===== config.mk =====
export PLATFORM = sky130hd
export DESIGN_NAME = fp_divider_seq
export DESIGN_NICKNAME = d
export VERILOG_FILES = /design/src/rtl/fp_divider_seq.sv
export SDC_FILE = /design/constraint.sdc
export NUM_CORES = 1
export LEC_CHECK = 0
export CORE_UTILIZATION = 25
export DETAILED_ROUTE_END_ITERATION = 8
export GPL_TIMING_DRIVEN = 0
export SYNTH_ARGS = -nofsm -noshare
export SYNTH_HDL_FRONTEND = slang
export SYNTH_SLANG_ARGS = --single-unit

===== constraint.sdc =====
create_clock -name clk -period 8.14 [get_ports clk]
set_input_delay 0.814 -clock clk [delete_from_list [all_inputs] [get_ports clk]]
set_output_delay 0.814 -clock clk [all_outputs]
set_load 0.01 [all_outputs]

===== src/rtl/fp_divider_seq.sv =====
// Sequential IEEE-754 single-precision divider (q = a / b), one quotient bit per cycle, RNE, denormals.
// Define FP_DIV_FTZ_EN for flush-to-zero of denormal inputs and underflowing results.
module fp_divider_seq (
    input  logic        clk,
    input  logic        rst,
    input  logic        start,
    input  logic [31:0] a,
    input  logic [31:0] b,
    output logic        busy,
    output logic        done,
    output logic [31:0] q,
    output logic        div_by_zero
);

    typedef enum logic [1:0] {IDLE, UNPACK, DIVIDE, ROUND} state_t;

    typedef struct packed {
        logic [23:0]       mant;
        logic signed [9:0] exp;
    } unp_t;

    state_t            state, state_nxt;
    logic [4:0]        cnt;

    logic [31:0]       a_p0, b_p0;
    logic              sign_p1, spec_p1, dbz_p1;
    logic [31:0]       spec_q_p1;
    logic [23:0]       mb_p1;
    logic signed [9:0] ea_p1, eb_p1;
    logic [25:0]       rem_p2, quo_p2;

    function automatic logic [4:0] lzc24(input logic [23:0] m);
        logic [4:0] n;
        n = 5'd24;
        for (int i = 0; i < 24; i++)
            if (m[i]) n = 5'(23 - i);
        return n;
    endfunction

    // Denormals use exponent -126 without hidden bit, then get left-justified.
    function automatic unp_t unpack_op(input logic [31:0] x);
        unp_t              r;
        logic [23:0]       m;
        logic [4:0]        lz;
        logic signed [9:0] e;
        if (x[30:23] == 8'h00) begin
            m = {1'b0, x[22:0]};
            e = -10'sd126;
        end else begin
            m = {1'b1, x[22:0]};
            e = $signed({2'b00, x[30:23]}) - 10'sd127;
        end
        lz     = lzc24(m);
        r.mant = m << lz;
        r.exp  = e - $signed({5'd0, lz});
        return r;
    endfunction

    function automatic logic [31:0] round_pack(input logic sign, input logic [25:0] quo,
                                               input logic rem_nz, input logic signed [9:0] ea,
                                               input logic signed [9:0] eb);
        logic signed [11:0] e;
        logic [23:0]        m;
        logic               g, s, inc;
        logic [11:0]        sh;
        logic [51:0]        wide;
        logic [7:0]         ef;
        logic [31:0]        res;
        e = 12'(ea) - 12'(eb) + 12'sd127;
        if (quo[25]) begin
            m = quo[25:2];
            g = quo[1];
            s = quo[0] | rem_nz;
        end else begin
            m = quo[24:1];
            g = quo[0];
            s = rem_nz;
            e = e - 12'sd1;
        end
        ef = e[7:0];
        // Gradual underflow: denormalize before rounding so RNE sees the true guard/sticky.
        if (e <= 12'sd0) begin
            sh = 12'sd1 - e;
            if (sh > 12'd26) sh = 12'd26;
            wide = {m, g, 27'h0} >> sh;
            m    = wide[51:28];
            g    = wide[27];
            s    = s | (|wide[26:0]);
            ef   = 8'h00;
        end
        inc = g & (s | m[0]);
        res = {sign, {ef, m[22:0]} + {30'h0, inc}};
        if (e >= 12'sd255)
            res = {sign, 8'hff, 23'h0};
`ifdef FP_DIV_FTZ_EN
        else if (e <= 12'sd0)
            res = {sign, 31'h0};
`endif
        return res;
    endfunction

    logic  nan_a, nan_b, inf_a, inf_b, zero_a, zero_b, sign_u;
    logic  spec_u, dbz_u;
    logic [31:0] spec_q_u;
    unp_t  ua, ub;

    always_comb begin
        nan_a  = (a_p0[30:23] == 8'hff) && (a_p0[22:0] != 23'h0);
        nan_b  = (b_p0[30:23] == 8'hff) && (b_p0[22:0] != 23'h0);
        inf_a  = (a_p0[30:23] == 8'hff) && (a_p0[22:0] == 23'h0);
        inf_b  = (b_p0[30:23] == 8'hff) && (b_p0[22:0] == 23'h0);
`ifdef FP_DIV_FTZ_EN
        zero_a = (a_p0[30:23] == 8'h00);
        zero_b = (b_p0[30:23] == 8'h00);
`else
        zero_a = (a_p0[30:0] == 31'h0);
        zero_b = (b_p0[30:0] == 31'h0);
`endif
        sign_u   = a_p0[31] ^ b_p0[31];
        ua       = unpack_op(a_p0);
        ub       = unpack_op(b_p0);
        spec_u   = 1'b1;
        dbz_u    = 1'b0;
        spec_q_u = 32'h0;
        if (nan_a || nan_b || (zero_a && zero_b) || (inf_a && inf_b)) begin
            spec_q_u = 32'h7fc00000;
        end else if (inf_a || zero_b) begin
            spec_q_u = {sign_u, 8'hff, 23'h0};
            dbz_u    = zero_b && !inf_a;
        end else if (zero_a || inf_b) begin
            spec_q_u = {sign_u, 31'h0};
        end else begin
            spec_u   = 1'b0;
        end
    end

    logic        q_bit;
    logic [25:0] rem_sub;

    always_comb begin
        q_bit   = rem_p2 >= {2'b00, mb_p1};
        rem_sub = q_bit ? (rem_p2 - {2'b00, mb_p1}) : rem_p2;
    end

    always_comb begin
        state_nxt = state;
        case (state)
            IDLE:    if (start) state_nxt = UNPACK;
            UNPACK:  state_nxt = DIVIDE;
            DIVIDE:  if (cnt == 5'd25) state_nxt = ROUND;
            ROUND:   state_nxt = IDLE;
            default: state_nxt = IDLE;
        endcase
    end

    always_ff @(posedge clk or posedge rst) begin
        if (rst) begin
            state <= IDLE;
            cnt   <= 5'd0;
        end else begin
            state <= state_nxt;
            if (state == UNPACK)
                cnt <= 5'd0;
            else if (state == DIVIDE)
                cnt <= cnt + 5'd1;
        end
    end

    // Operand capture -> unpack (_p1) -> restoring divide (_p2)
    always_ff @(posedge clk) begin
        if (state == IDLE && start) begin
            a_p0 <= a;
            b_p0 <= b;
        end
        if (state == UNPACK) begin
            sign_p1   <= sign_u;
            spec_p1   <= spec_u;
            spec_q_p1 <= spec_q_u;
            dbz_p1    <= dbz_u;
            ea_p1     <= ua.exp;
            eb_p1     <= ub.exp;
            mb_p1     <= ub.mant;
            rem_p2    <= {2'b00, ua.mant};
            quo_p2    <= 26'h0;
        end
        if (state == DIVIDE) begin
            rem_p2 <= {rem_sub[24:0], 1'b0};
            quo_p2 <= {quo_p2[24:0], q_bit};
        end
    end

    always_ff @(posedge clk or posedge rst) begin
        if (rst) begin
            busy        <= 1'b0;
            done        <= 1'b0;
            q           <= 32'h0;
            div_by_zero <= 1'b0;
        end else begin
            done <= 1'b0;
            if (state == IDLE && start)
                busy <= 1'b1;
            if (state == ROUND) begin
                busy        <= 1'b0;
                done        <= 1'b1;
                q           <= spec_p1 ? spec_q_p1
                                       : round_pack(sign_p1, quo_p2, |rem_p2, ea_p1, eb_p1);
                div_by_zero <= spec_p1 & dbz_p1;
            end
        end
    end

endmodule

==> results list <==
- The number of hold violations in the final report is 0.
- After floorplanning, the core was divided into 96 placement rows.
- Relative to the synthesized area, the layout overhead comes to 18.2%.
* Biggest area contributors in the synthesized netlist: sky130_fd_sc_hd__edfxtp_1, sky130_fd_sc_hd__mux2i_1, sky130_fd_sc_hd__dfrtp_1, sky130_fd_sc_hd__ha_1, sky130_fd_sc_hd__nand2_1
* Count of state elements after synthesis: between 200 and 250
- Remaining number of nets flagged by the antenna check after routing: 0
* Final cell utilization of the core: between 20 and 30%
* GR peak layer: met2
* Worst clock skew: between 20 and 30 ps
- Final cell area excluding filler cells: 20,600 um2
- Status: completed
- In this run, distinct cell masters in the synthesized netlist total 120.
- Global routing consumed, over all layers together, between 15 and 20% of the routing resources.
- From bottom edge to top edge, the die measures 266 um.
- Summed over all nets, the half-perimeter wirelength after detailed placement is around 46 mm.
- Counting I/O delays and the setup requirement, the final critical path takes 7790 ps.
* Arithmetic-cell share of the synthesized area counting full adders, half adders and majority gates: 5.33%
- Fraction of the mapped netlist area in simple logic gates: between 10% and 20%
- Post-Syn Nets: 2,067
- Biggest cell delay along the critical path: around 770 ps
* Core ar.: between 60,000 and 70,000 um2
- Fill cell instance count of the final layout: 7,276
- CP Data Required Time: about 8600 ps
- By instance count, the leading cell after synthesis is sky130_fd_sc_hd__nand2_1.
- The die covers 70,900 um2.
* CTS tree: yes
- CTS saw around 210 sinks.
- Cell area after technology mapping: around 17,000 um2
* Grt met3 use: 2.26%
* Instance area at placement: between 15,000 and 20,000 um2
- For this design the top-level I/O count stands at ~100.
- For this configuration, the core starts out at a cell density of between 20% and 30%.
- Along the worst path, the maximum fanout reaches 10.
* Total gr overflow: 0
* DRC violation total after the first TritonRoute iteration: approximately 1,400
* Post-synthesis async set-or-reset flop share: 20.2%
- Detailed Routing Iterations Pass 1: 5
- The slowest stage of the critical path is the sky130_fd_sc_hd__a211oi_1 cell.
* Wire length of the first global-routing pass: between 80 and 90 mm
- Most frequently used flop master after synthesis: sky130_fd_sc_hd__edfxtp_1
- Most common cell type on the critical path: sky130_fd_sc_hd__ha_1
- After detailed routing, the average wire length per cell comes to just under 20 um.
* Finished Layout Cells: roughly 3,000
- Worst min path class: register to register
- At the end of routability-driven placement, the weighted congestion stood at approximately 1.
* Proportion of layout cells with a drive suffix above 1: 8.73%
- In this run, synthesis inferred about 170 flip-flops with an integrated enable.
* Final count of pins violating max slew: 0
- Clk Tree Root Cell: sky130_fd_sc_hd__clkbuf_16
- Clock tree synthesis inserted a total of 23 buffers.
* Setup violators final: 0
- Rel. slew slack: between 20% and 30%
* Routing usage on met2: about 25%
* Post-Syn Instances: around 1,900
- Clk slew on worst S/H paths: ~60 ps
* Layout Nets: between 2,000 and 2,500
* Met1 global-route usage: 22.1%
* Number of buffers on the longest clock path: 3
- In this run the horizontal extent of the chip is between 200 and 300 um.
- For this run, the register share of the synthesized area comes to approximately a third.
- Number of remaining DRC errors: 0
* Synth top cells by count: sky130_fd_sc_hd__nand2_1, sky130_fd_sc_hd__edfxtp_1, sky130_fd_sc_hd__nor2_1
- Setup repair after global routing missed its margin: false
- Synth top area share: 28.4%
- Critical path arrival: between 8000 and 9000 ps
* Crit path capture type: register
- The critical path is of the register to register type.
* Combinational family with the most area after synthesis: compound AO/OA/AOI/OAI gates
- Timing would allow up to roughly 130 MHz.
* Number of antenna violations at the first check in global routing: 2
* Count of H-tree levels built during CTS: 1
- Entering global routing, the biggest net connects 65 pins.
* Type of element launching the critical path: register
- Count of buffers inserted at the top-level ports: 101
- Inst Count DP: a little under 3,000
* Max_cap viols: 0
* Count of antenna diodes in the layout: 0
- The Yosys step of the flow raised 0 warnings.
* Fraction of synthesized area in multiplexers: under 10%
* Overall via count from detail_route: 15,630
- Dividing the synthesized area by the synthesized cell count gives about 9 um2.
- The worst path uses between 90% and 100% of the clock period.
- Wires add up to around 58 mm.
* Fraction of the mapped netlist area in compound gates: a little over a fifth
* Synth area leader: sky130_fd_sc_hd__edfxtp_1
* Worst-skew pair later-pin latency: about 570 ps
- At the pin with the least slew margin, the transition time is between 1000 and 1500 ps.
- After detailed routing, the number of vias per cell comes to about 5.2.
* Parity-gate share of the synthesized area counting xor and xnor cells: 4.42%
* Via count of the first global-routing pass: ~15,000
## logic make-up after synthesis
family	count (synthesis)
compound gates	543
xor+xnor	80
fa+ha+maj	72
buf+inv	214
flops	208
mux	146
simple gates	665
## worst max-delay path: cells and delay by family (launching register included)
family / cells / cell delay, ps
AOI/OAI and AO/OA: 9 / 2490
xor gates and xnor gates: 2 / 460
DFF: 1 / 370
and+or+nand+nor: 8 / 1450
adders and majority gates: 5 / 1450
buffers and inverters: 7 / 1450
## stage by stage
stage | setup WS [ps] | hold WS [ps] | setup TNS, ps
3_3_place_gp | -859 | 474 | -9990
6_report | 352 | 485 | 0
3_5_place_dp | -778 | 476 | -8750
4_1_cts | 74.0 | 490 | 0
2_1_floorplan | 1050 | 458 | 0
5_1_grt | 6.73 | 507 | 0
## worst paths after layout
kind | depth (start not counted) | to | slack, ps | startpoint
min | 1 | q[2]$_DFFE_PP0P_ | 480 | q[2]$_DFFE_PP0P_
min reg2reg | 1 | q[2]$_DFFE_PP0P_ | 480 | q[2]$_DFFE_PP0P_
max | 31 | q[18]$_DFFE_PP0P_ | 350 | ea_p1[1]$_DFFE_PP_
min in group asynchronous | 2 | done$_DFF_PP0_ | 530 | rst
max reg2reg | 31 | q[18]$_DFFE_PP0P_ | 350 | ea_p1[1]$_DFFE_PP_
max in group asynchronous | 3 | q[1]$_DFFE_PP0P_ | 7150 | rst
## flip-flops by register name (all words and copies together) (netlist names)
name / count
cnt: 5
mb_p1: 24
busy: 1
state: 2
sign_p1: 1
a_p0: 32
quo_p2: 26
ea_p1: 10
done: 1
q: 32
spec_q_p1: 3
dbz_p1: 1
spec_p1: 1
b_p0: 32
div_by_zero: 1
eb_p1: 10
rem_p2: 26
## area by class of cell
class | count | area [um2] | share of cell area (%)
Sequential cell | 208 | 6030 | 29.2
Buffer | 100 | 469 | 2.27
Multi-Input combinational cell | 1506 | 10700 | 51.7
Clock buffer | 31 | 657 | 3.18
Timing Repair Buffer | 107 | 1110 | 5.39
Clock inverter | 8 | 113 | 0.545
Tap cell | 931 | 1160 | 5.64
Inverter | 114 | 432 | 2.09
## layer usage
metal	routed length (um)	up-vias	share of wire [%]
met5	0	-	0
met4	2000	0	3.5
met3	3480	117	6.0
met2	25600	589	44
met1	26700	7369	46
li1	-	7555	-
## timing repair
| item | 4_1_cts | 5_1_grt |
|---|---|---|
| pin swaps | 1 | 1 |
| setup endpoints to repair | 18 | 15 |
| hold buffers | 0 | 0 |
| gates resized for setup | 10 | 24 |
| buffers inserted | 1 | 1 |
## cells in the final DEF (no fill, tap or decap), types with 57 or more instances in the layout
cell	Yosys	layout
sky130_fd_sc_hd__nand2_1	168	168
sky130_fd_sc_hd__o21ai_0	103	102
sky130_fd_sc_hd__ha_1	68	65
sky130_fd_sc_hd__nand3_1	58	57
sky130_fd_sc_hd__edfxtp_1	165	165
sky130_fd_sc_hd__a21oi_1	107	104
sky130_fd_sc_hd__inv_1	106	105
sky130_fd_sc_hd__clkdlybuf4s50_1	0	101
sky130_fd_sc_hd__mux2i_1	118	118
sky130_fd_sc_hd__nor2_1	149	147
sky130_fd_sc_hd__clkbuf_1	67	66
Power is not shown: default switching activity piles up to over one toggle a cycle in this logic, so the estimate is an artifact.
